### config.mk
export PLATFORM = sky130hd
export DESIGN_NAME = sockit_spi_arb
export DESIGN_NICKNAME = d
export VERILOG_FILES = /design/src/rtl/sockit_spi_pkg.sv /design/src/rtl/sockit_spi_cnt.sv /design/src/rtl/sockit_spi_arb.sv
export SDC_FILE = /design/constraint.sdc
export NUM_CORES = 1
export LEC_CHECK = 0
export ABC_CLOCK_PERIOD_IN_PS = 3270
export CAP_MARGIN = 40
export CORE_ASPECT_RATIO = 1.5
export CORE_MARGIN = 3
export CORE_UTILIZATION = 40
export CTS_BUF_LIST = sky130_fd_sc_hd__clkbuf_16
export CTS_CLUSTER_DIAMETER = 40
export CTS_CLUSTER_SIZE = 30
export DETAILED_ROUTE_END_ITERATION = 10
export PLACE_DENSITY = 0.66
export SYNTH_ARGS = -nofsm -noshare
export SYNTH_HDL_FRONTEND = slang
export SYNTH_SLANG_ARGS = --single-unit
### constraint.sdc
create_clock -name clk -period 3.27 [get_ports clk]
set_clock_uncertainty 0.05 [all_clocks]
set_input_delay 0.4905 -clock clk [delete_from_list [all_inputs] [get_ports clk]]
set_output_delay 0.4905 -clock clk [all_outputs]
set_load 0.01 [all_outputs]
### src/rtl/sockit_spi_pkg.sv
// Shared types and helpers for the SPI command arbiter.
package sockit_spi_pkg;

  // Arbiter ownership states.
  typedef enum logic [1:0] {
    IDLE  = 2'd0,
    OWN   = 2'd1,
    DRAIN = 2'd2
  } arb_t;

  // Mux/fork select encoding: XIP on 0, REG/DMA on 1.
  typedef enum logic {
    PORT_XIP = 1'b0,
    PORT_REG = 1'b1
  } port_t;

  // Pick the winner among eligible requesters.
  function automatic port_t arb_pick(input logic  xip_req,
                                     input logic  reg_req,
                                     input logic  pri_xip,
                                     input port_t last);
    port_t win;
    if (xip_req && reg_req) begin
      if (pri_xip) win = PORT_XIP;
      else         win = (last == PORT_XIP) ? PORT_REG : PORT_XIP;
    end else if (xip_req) begin
      win = PORT_XIP;
    end else begin
      win = PORT_REG;
    end
    return win;
  endfunction

endpackage

### src/rtl/sockit_spi_cnt.sv
// Pending-data up/down counter with full flag and sticky underflow error.
module sockit_spi_cnt #(
  parameter int unsigned CNW = 4
) (
  input  logic           clk_i,
  input  logic           rst_ni,
  input  logic           inc_i,
  input  logic           dec_i,
  output logic [CNW-1:0] cnt_o,
  output logic           full_o,
  output logic           nxt_zero_o,
  output logic           err_o
);

  logic [CNW-1:0] cnt_q, cnt_d;
  logic           err_q, err_d;

  // Next count: +1 on inc, -1 on dec, unchanged on both; a lone dec at 0 flags err.
  always_comb begin
    cnt_d = cnt_q;
    err_d = err_q;
    if (inc_i && !dec_i) begin
      if (cnt_q != '1) cnt_d = cnt_q + CNW'(1);
    end else if (dec_i && !inc_i) begin
      if (cnt_q == '0) err_d = 1'b1;
      else             cnt_d = cnt_q - CNW'(1);
    end
  end

  // Counter and error registers.
  always_ff @(posedge clk_i or negedge rst_ni) begin
    if (!rst_ni) begin
      cnt_q <= '0;
      err_q <= 1'b0;
    end else begin
      cnt_q <= cnt_d;
      err_q <= err_d;
    end
  end

  assign cnt_o      = cnt_q;
  assign full_o     = (cnt_q == '1);
  assign nxt_zero_o = (cnt_d == '0);
  assign err_o      = err_q;

endmodule

### src/rtl/sockit_spi_arb.sv
// Arbiter between the XIP and REG/DMA command sources feeding the SPI CDC.
module sockit_spi_arb
  import sockit_spi_pkg::*;
#(
  parameter int unsigned CNW = 4
) (
  input  logic           clk,
  input  logic           rst,
  input  logic           cfg_xen,
  input  logic           cfg_pri,
  input  logic           xip_vld,
  input  logic           reg_vld,
  input  logic           cmd_rdy,
  input  logic           cmd_end,
  input  logic           cmd_rdf,
  input  logic           cmd_wrf,
  input  logic           sdw_trn,
  input  logic           sdr_trn,
  output logic           sel,
  output logic           cmd_ena,
  output logic           busy,
  output logic [CNW-1:0] pnd_rd,
  output logic [CNW-1:0] pnd_wr,
  output logic           err
);

  arb_t  state_q, state_d;
  port_t sel_q, sel_d;
  port_t last_q, last_d;

  logic cmd_trn;
  logic rd_full, wr_full;
  logic rd_nxt_zero, wr_nxt_zero;
  logic rd_err, wr_err;
  logic stall;

  // A command whose data counter is already full must wait for a drain.
  assign stall   = (cmd_rdf && rd_full) || (cmd_wrf && wr_full);
  assign cmd_ena = (state_q == OWN) && !stall;
  assign cmd_trn = ((sel_q == PORT_REG) ? reg_vld : xip_vld) & cmd_rdy & cmd_ena;

  // Next-state, grant selection and last-owner tracking.
  always_comb begin
    state_d = state_q;
    sel_d   = sel_q;
    last_d  = last_q;
    unique case (state_q)
      IDLE: begin
        if ((xip_vld && cfg_xen) || reg_vld) begin
          sel_d   = arb_pick(xip_vld && cfg_xen, reg_vld, cfg_pri, last_q);
          last_d  = sel_d;
          state_d = OWN;
        end
      end
      OWN: begin
        if (cmd_trn && cmd_end) state_d = DRAIN;
      end
      DRAIN: begin
        if (rd_nxt_zero && wr_nxt_zero) state_d = IDLE;
      end
      default: state_d = IDLE;
    endcase
  end

  // State, select and last-owner registers; last-owner resets to REG so XIP wins first.
  always_ff @(posedge clk or negedge rst) begin
    if (!rst) begin
      state_q <= IDLE;
      sel_q   <= PORT_XIP;
      last_q  <= PORT_REG;
    end else begin
      state_q <= state_d;
      sel_q   <= sel_d;
      last_q  <= last_d;
    end
  end

  sockit_spi_cnt #(.CNW(CNW)) u_cnt_rd (
    .clk_i      (clk),
    .rst_ni     (rst),
    .inc_i      (cmd_trn & cmd_rdf),
    .dec_i      (sdr_trn),
    .cnt_o      (pnd_rd),
    .full_o     (rd_full),
    .nxt_zero_o (rd_nxt_zero),
    .err_o      (rd_err)
  );

  sockit_spi_cnt #(.CNW(CNW)) u_cnt_wr (
    .clk_i      (clk),
    .rst_ni     (rst),
    .inc_i      (cmd_trn & cmd_wrf),
    .dec_i      (sdw_trn),
    .cnt_o      (pnd_wr),
    .full_o     (wr_full),
    .nxt_zero_o (wr_nxt_zero),
    .err_o      (wr_err)
  );

  assign sel  = sel_q;
  assign busy = (state_q != IDLE);
  assign err  = rd_err | wr_err;

endmodule

==> out/qor.yml <==
outcome: "completed"
cap_violations: 0
hold_buffers: 0
worst-path-buf-inv: 3
utilization: 0.5669
grt_antenna_before_repair: 0
synth-simple-area-share: 0.2844
cp.arrival_ns: 2.08
syn_nets: 133
drc: 0
cp-endpoint: "cmd_ena"
core.rowCount: 22
critical_path_class: "primary input to output pin"
worstMarginPinSlew_ns: 0.6936
cp_cell_sequence: "clkdlybuf4s50_1 -> nand4_1 -> nand4b_1 -> inv_1 -> clkdlybuf4s50_1"
die_h_um: 69.45
cts_buffers: 3
fmax_mhz: 382.2
grt_pass1_vias: 1012
cts.repair.resized: 0
cts_root_buf: "clkbuf_16"
power_leakage_uw: 0.0005790
grt.total_usage: 0.1746
synth_compound_area_frac: 0.1993
critPathCaptureType: "output pin"
worst_ir_drop_vdd_uv: 487.9
route.vias.total: 1034
overflow: 0
synth_seq_area_share: 0.3275
drive_gt1_frac: 0.1127
grt_max_degree: 15
synth-adder-area-share: 0.04662
final_cell_mix: "clkdlybuf4s50_1 (23), nor2_1 (14), dfrtp_1 (13)"
hpwl_um: 2034
slew_headroom: 0.5362
cp_max_fo: 4
initial_core_util: 0.4286
drt_iter0_drc: 24
final_cells: 178
critPathRequiredTime_ns: 2.73
area_growth_pct: 32.28
power.density_nw_per_um2: 929.7
worstHoldPathType: "flip-flop to flip-flop"
synth_top_family_by_area: "simple AND/OR/NAND/NOR gates"
finalWorstSetupSlack_ns: 0.6534
post-route-period-util: 0.8002
n_fill_cell: 233
post-cts-setup-buffers: 0
avgViaCountPerCell: 5.809
drt-pass1-iter-count: 4
critPathLaunchType: "primary input"
worstSetupStartpoint: "cmd_wrf"
cts_max_level: 1
synth-edff-count: 0
die_w_um: 48.30
dp_slack_ns: 0.5186
ff2ff_path_depth: 7
core-area_um2: 2505
synth_area_um2: 1074
crit_slowest_cell: "clkdlybuf4s50_1"
worst_path_most_repeated_cell: "clkdlybuf4s50_1"
pin_count: 24
synth.distinct_cells: 44
crit_cells: 5
total_power_uw: 1320
hold_violations: 0
yosysWarnings: 0
syn-instance-count: 117
rsz0062_at_grt: "false"
ant_nets: 0
dieArea_um2: 3354
synth-xor-area-share: 0.02448
wire_per_inst_um: 15.31
async_reset_ff_frac: 1.000
synth_area_per_cell_um2: 9.175
diodes: 0
clock_latency_ns: 0.24
yosys_most_used_dff: "dfrtp_1"
multi_input_area_um2: 688.2
tritoncts: "done"
grt_pass1_wl_um: 4643
r2r_slack_ns: 0.93
cts_sinks: 14
portBuffers: 23
ys_ff_latch: 14
final_common_cell: "clkdlybuf4s50_1"
critical-path-top-delay-family: "buffers and inverters"
r2r-end: "state_q[1]"
synthMuxAreaShare: 0.08625
crit-reg2reg-launch: "u_cnt_wr.cnt_o[0]"
nets: 159
tns_ns: 0
fin_crit_ns: 2.617
final_max_slew_viol_count: 0
seqCellArea_um2: 351.6
clock_path_buffers: 2
slowest_delay_ns: 0.52
drt_wl_total_um: 2726
place_inst: 174
setup_viol: 0
gp_congestion: 0.8400
path_clk_slew_ns: 0.05
-- state kept, by name (all words and copies together) (netlist names) --
register        flops
last_q              1
sel                 1
state_q             2
u_cnt_rd.cnt_o      4
u_cnt_rd.err_o      1
u_cnt_wr.cnt_o      4
u_cnt_wr.err_o      1
-- routing by layer --
metal,part of all wire,vias up,global-route usage
li1,-,501,-
met1,0.43,500,0.2132
met2,0.51,29,0.2960
met3,0.042,4,0.02796
met4,0.012,0,0.08228
met5,0,-,0
-- synth_stat cells, types with 2 or more instances --
library cell | instances | area share
inv_1 | 7 | 0.024
o31ai_1 | 2 | 0.014
a31oi_1 | 3 | 0.017
nor2b_1 | 2 | 0.012
o211ai_1 | 2 | 0.014
a211oi_1 | 3 | 0.021
nand4b_1 | 3 | 0.024
clkbuf_1 | 2 | 0.0070
mux2i_1 | 7 | 0.065
nand4_1 | 3 | 0.017
nand3_1 | 2 | 0.0093
nor2_1 | 14 | 0.049
and4b_2 | 2 | 0.021
xnor2_1 | 3 | 0.024
a21oi_1 | 7 | 0.033
ha_1 | 4 | 0.047
nor4b_1 | 2 | 0.016
mux2_2 | 2 | 0.021
o21ai_0 | 3 | 0.014
nand2_1 | 6 | 0.021
nor3_1 | 3 | 0.014
dfrtp_1 | 13 | 0.30
-- through the flow --
stage | hold WS (ns) | instance area, um2
detailed placement | 0.4086 | 1341
CTS | 0.4265 | 1420
floorplan | 0.1449 | 1074
finish | 0.4246 | 1420
global placement | 0.4022 | 1341
global route | 0.4356 | 1420
-- logic make-up after synthesis --
kind of cell               after synthesis
AOI/OAI and AO/OA                       30
DFF                                     14
buffers and inverters                    9
and+or+nand+nor                         48
xor gates and xnor gates                 3
adders and majority gates                4
muxes                                    9
-- cell type report --
cell class / instances / share of cell area
Sequential cell: 14 / 0.2476
Clock inverter: 1 / 0.002643
Clock buffer: 3 / 0.05286
Inverter: 7 / 0.01850
Multi-Input combinational cell: 94 / 0.4846
Timing Repair Buffer: 23 / 0.1621
Tap cell: 36 / 0.03172
-- report_power, final --
part | switching [uW] | total (uW) | leakage, uW | internal [uW]
Combinational | 330 | 687 | 0.000379 | 357
Sequential | 138 | 398 | 0.000161 | 260
Clock | 72.9 | 235 | 0.0000385 | 162
Total | 541 | 1320 | 0.000579 | 779
-- how the worst min path moves through the flow --
stage                    from             end  slack (ns)  depth (start not counted)
2_1_floorplan             rst             sel        0.14                          0
4_1_cts        u_cnt_rd.err_o  u_cnt_rd.err_o        0.43                          1
5_1_grt        u_cnt_wr.err_o  u_cnt_wr.err_o        0.44                          1
3_3_place_gp   u_cnt_rd.err_o  u_cnt_rd.err_o        0.40                          1
3_5_place_dp   u_cnt_rd.err_o  u_cnt_rd.err_o        0.41                          1
6_report       u_cnt_rd.err_o  u_cnt_rd.err_o        0.42                          1
Note: power is estimated with default switching activity, not from simulation.
